[config.mk]
export PLATFORM = sky130hd
export DESIGN_NAME = uart_beacon_gen
export DESIGN_NICKNAME = d
export VERILOG_FILES = /design/src/rtl/uart_beacon_gen.sv
export SDC_FILE = /design/constraint.sdc
export NUM_CORES = 1
export LEC_CHECK = 0
export ABC_AREA = 1
export BUFFER_PORTS_ARGS = -buffer_cell sky130_fd_sc_hd__buf_4
export CAP_MARGIN = 10
export CORE_UTILIZATION = 55
export DETAILED_ROUTE_END_ITERATION = 12
export PLACE_DENSITY = 0.75
export SLEW_MARGIN = 20
export SYNTH_ARGS = -nofsm -noshare
export SYNTH_HDL_FRONTEND = slang
export SYNTH_SLANG_ARGS = --single-unit
[constraint.sdc]
create_clock -name clk -period 2.2 [get_ports clk]
set_clock_uncertainty 0.1 [all_clocks]
set_input_delay 0.33 -clock clk [delete_from_list [all_inputs] [get_ports clk]]
set_output_delay 0.33 -clock clk [all_outputs]
set_load 0.01 [all_outputs]
[src/rtl/uart_beacon_gen.sv]
// uart_beacon_gen: periodic beacon that snapshots a free-running tick counter
// and streams it to a UART transmitter over a valid/ready byte interface,
// either as raw binary (MSB byte first) or as uppercase ASCII hex with an
// optional CR/LF terminator. Ticks that land while a frame is still being
// sent are dropped and counted in a saturating overrun counter.
module uart_beacon_gen #(
  parameter int CNT_W  = 16,
  parameter int PERIOD = 10000,
  parameter int TERM   = 1
) (
  input  logic             clk,
  input  logic             rst_n,
  input  logic             en,
  input  logic             ascii_mode,
  input  logic             tx_ready,
  output logic             tx_valid,
  output logic [7:0]       tx_data,
  output logic [CNT_W-1:0] count,
  output logic [7:0]       overrun_cnt,
  output logic             busy
);

  localparam int TIMER_W = $clog2(PERIOD);
  localparam int NUM_BIN = CNT_W / 8;
  localparam int NUM_ASC = CNT_W / 4;
  localparam int IDX_W   = $clog2(NUM_ASC + 1);

  localparam logic [TIMER_W-1:0] TIMER_LAST = TIMER_W'(PERIOD - 1);
  localparam logic [IDX_W-1:0]   BIN_LAST   = IDX_W'(NUM_BIN - 1);
  localparam logic [IDX_W-1:0]   ASC_LAST   = IDX_W'(NUM_ASC - 1);

  typedef enum logic [1:0] {
    IDLE,
    SEND,
    CR,
    LF
  } state_t;

  state_t state;
  state_t state_next;

  logic [TIMER_W-1:0] timer;
  logic               tick;
  logic [CNT_W-1:0]   frame;
  logic               frame_ascii;
  logic [IDX_W-1:0]   idx;
  logic               accept;
  logic               last_data;
  logic [3:0]         nibble;
  logic [7:0]         hex_char;

  assign tick      = en && (timer == TIMER_LAST);
  assign accept    = tx_valid && tx_ready;
  assign last_data = (idx == (frame_ascii ? ASC_LAST : BIN_LAST));

  // The frame register is shifted left as bytes go out, so the byte or
  // nibble currently on offer always sits at the top of the register.
  assign nibble   = frame[CNT_W-1 -: 4];
  assign hex_char = (nibble < 4'd10) ? (8'h30 + {4'h0, nibble})
                                     : (8'h37 + {4'h0, nibble});

  // Tick timer: runs 0..PERIOD-1 while enabled, parked at 0 otherwise.
  always_ff @(posedge clk or negedge rst_n) begin
    if (!rst_n) begin
      timer <= '0;
    end else if (!en || tick) begin
      timer <= '0;
    end else begin
      timer <= timer + 1'b1;
    end
  end

  // Tick number and overrun accounting; a tick outside IDLE is dropped.
  always_ff @(posedge clk or negedge rst_n) begin
    if (!rst_n) begin
      count       <= '0;
      overrun_cnt <= '0;
    end else if (tick) begin
      count <= count + 1'b1;
      if (state != IDLE && overrun_cnt != 8'hFF) begin
        overrun_cnt <= overrun_cnt + 8'd1;
      end
    end
  end

  // Frame capture on an accepted tick, then shift out one unit per acceptance.
  always_ff @(posedge clk or negedge rst_n) begin
    if (!rst_n) begin
      frame       <= '0;
      frame_ascii <= 1'b0;
      idx         <= '0;
    end else if (state == IDLE && tick) begin
      frame       <= count;
      frame_ascii <= ascii_mode;
      idx         <= '0;
    end else if (state == SEND && accept) begin
      frame <= frame_ascii ? (frame << 4) : (frame << 8);
      idx   <= idx + 1'b1;
    end
  end

  // State register.
  always_ff @(posedge clk or negedge rst_n) begin
    if (!rst_n) begin
      state <= IDLE;
    end else begin
      state <= state_next;
    end
  end

  // Next-state and byte-interface outputs; valid depends only on state.
  always_comb begin
    state_next = state;
    tx_valid   = 1'b0;
    tx_data    = 8'h00;
    busy       = 1'b0;
    case (state)
      IDLE: begin
        if (tick) begin
          state_next = SEND;
        end
      end
      SEND: begin
        tx_valid = 1'b1;
        busy     = 1'b1;
        tx_data  = frame_ascii ? hex_char : frame[CNT_W-1 -: 8];
        if (accept && last_data) begin
          state_next = (frame_ascii && TERM != 0) ? CR : IDLE;
        end
      end
      CR: begin
        tx_valid = 1'b1;
        busy     = 1'b1;
        tx_data  = 8'h0D;
        if (accept) begin
          state_next = LF;
        end
      end
      LF: begin
        tx_valid = 1'b1;
        busy     = 1'b1;
        tx_data  = 8'h0A;
        if (accept) begin
          state_next = IDLE;
        end
      end
      default: begin
        state_next = IDLE;
      end
    endcase
  end

endmodule

==> metrics <==
status finished clean; total number of vias 3270; Post-Synthesis Cell Area 3610 sq um; vias per cell 5.47; Post-Route WL 8100 um; clock sinks 60; CP Depth 6; CP Launch Point frame[14]; Final Max Slew Viols 0; total grt overflow 0; starting density of the core 56.9%; Crit Path Max Fanout 5; CP peak stage delay 410 ps; P_leak 2.05 nW; CP Cell Sequence o21ai_2, inv_1, a21oi_1, nand2_1, o21ai_0, buf_4; Core Area 6350 sq um; setup TNS 0 ps; peak supply drop 0.320 mV; CTS tree yes; Slew @ Worst Pin 761 ps; hpwl dp 5740 um; Cells after Synth 477; pwr dens 503 nW/um^2; crit path capture type output port; setup violators final 0; GRT Total Usage 25.3%; RD Place Congestion 0.873; sequential cell area fraction in the yosys report 41.6%; hold path start tx_ready; Post-DRT Antenna Nets 0; post-synthesis cell type count 35; YS warnings 0; Clock transition at path regs 60 ps; share of cells above drive strength 1 15.2%; worst endpoint required time 1770 ps; Final Hold Viols 0; fill cell count 565; Slew Limit Headroom 49.3%; pin count of the biggest net entering global routing 61; 1st-iter DRT viols 284; design area 4110 sq um; unrepaired setup endpoints after global routing false; # diodes 0; Avg Cell Area, Syn 7.57 sq um; H-tree depth 3; CTS buffer count 9; area delta synth->final 13.9%; synthesized flop and latch total 60; worst path buffer plus inverter count 2; die area 6890 sq um; FMAX 0.480 GHz; kind of critical path reg -> out; later-pin clock latency in the skew report 340 ps; Clock Tree Buf Depth 2; die span in y 83.0 um; DRT Pass-1 Iters 4; Final #Nets 527; max-cap violations 0; clock period minus final worst setup slack 2080 ps; IO Count 39; row count 29; HP Class in -> reg; Hold Crit Depth 3; number of global-route vias before repair 3140; Horiz. Die Dim 83.0 um; Setup crit start kind flop; drt drc 0; dpl cell area 3930 sq um; Reg-to-Reg Start timer[0]; antenna violations before repair 0; Routed WL per cell 13.5 um; first-pass GRT wire length 14200 um; CP top delay family compound AO/OA/AOI/OAI gates; Tcrit/Tclk final 94.7%; PortBufs 38; CTS root buf clkbuf_8; slowest CP cell dfrtp_1; Reg2Reg Depth 8; WP data arrival 1650 ps; Syn Nets 487
-- power breakdown --
group	internal, mW	switching (mW)	leakage [nW]
registers	1.11	0.00965	0.804
clock network	0.461	0.413	0.0893
logic	0.0204	0.0529	1.16
-- timing repair --
item | CTS | global route
gates resized for setup | 1 | 1
endpoints found under the setup margin | 3 | 1
hold buffers | 1 | 0
endpoints found under the hold margin | 52 | 0
buffers inserted | 0 | 0
-- stage by stage --
step | cells | utilization, % | total power [mW] | hold slack [ps] | setup WS (ps)
floorplan | 477 | - | 1.17 | -65.6 | 486
global placement | 582 | 61.9 | 1.21 | 358 | 391
detailed placement | 582 | 61.9 | 1.22 | 358 | 260
CTS | 598 | 64.7 | 2.09 | 132 | 61.1
global route | 598 | 64.8 | 2.14 | 168 | 24.0
finish | 598 | 64.8 | 2.07 | 150 | 116
-- cell usage after synthesis (all sizes together) --
cell | n | area [sq um]
nand3 | 56 | 290
clkbuf | 2 | 7.51
or2 | 3 | 18.8
nand4 | 20 | 140
buf | 14 | 100
inv | 48 | 180
xor2 | 17 | 149
o21ai | 23 | 115
nand2 | 142 | 551
a211oi | 1 | 7.51
nor3b | 2 | 15.0
nand3b | 1 | 7.51
xnor2 | 7 | 61.3
a21oi | 9 | 56.3
o211ai | 6 | 45.0
ha | 5 | 62.6
nor2 | 50 | 244
nor3 | 8 | 40.0
dfrtp | 60 | 1500
a31oi | 1 | 6.26
o22ai | 2 | 12.5
-- worst paths after layout --
kind,end,slack [ps]
min reg2reg,timer[0],420
max reg2reg,count[9],330
max,tx_data[4],120
max in group asynchronous,count[10],980
min in group asynchronous,timer[11],500
min,flop,150
-- cell families (layout without fill, tap and decap cells) --
family / count (synthesis) / after routing / share of synthesized area, %
AO/OA/AOI/OAI: 42 / 42 / 6.72
XOR/XNOR: 24 / 24 / 5.82
adder cells (fa/ha/maj): 5 / 5 / 1.73
buffers and inverters: 64 / 108 / 7.97
flip-flops: 60 / 60 / 41.6
AND/OR/NAND/NOR: 282 / 282 / 36.2
-- layer usage --
metal	wire length, um	vias to the layer above	track usage (%)
li1	-	1629	-
met1	3830	1527	35.3
met2	3690	94	38.7
met3	407	20	4.17
met4	168	0	12.1
met5	0	-	0
-- flip-flops by register name, summed over array words and instances (netlist names), named ones only --
register and flops:
count 16, frame 16, idx 3, frame_ascii 1
state 1, overrun_cnt 8, timer 14
-- worst min-delay path, delay by kind of cell --
kind,cells,cell delay [ps]
buffers and inverters,1,100
and+or+nand+nor,2,120
-- cell type report --
cell class / instances / area, sq um / share of cell area, %
multi-input combinational: 353 / 1830 / 44.4
sequential: 60 / 1500 / 36.5
timing repair buffer: 45 / 340 / 8.28
inverter: 48 / 180 / 4.38
clock buffer: 13 / 159 / 3.86
tap: 77 / 96.3 / 2.34
clock inverter: 2 / 10.0 / 0.243
-- layout by cell type (no fill, tap or decap), drive strengths merged --
cell type,n
o21ai,23
o22ai,2
a21oi,9
or2,3
nand3,56
clkbuf,13
xor2,17
o211ai,6
dlygate4sd3,1
nor2,50
ha,5
a31oi,1
clkinv,2
dfrtp,60
nand2,142
inv,48
xnor2,7
buf,44
nand3b,1
nor3b,2
nand4,20
a211oi,1
nor3,8
No activity file was read; power rests on OpenSTA's default activity.
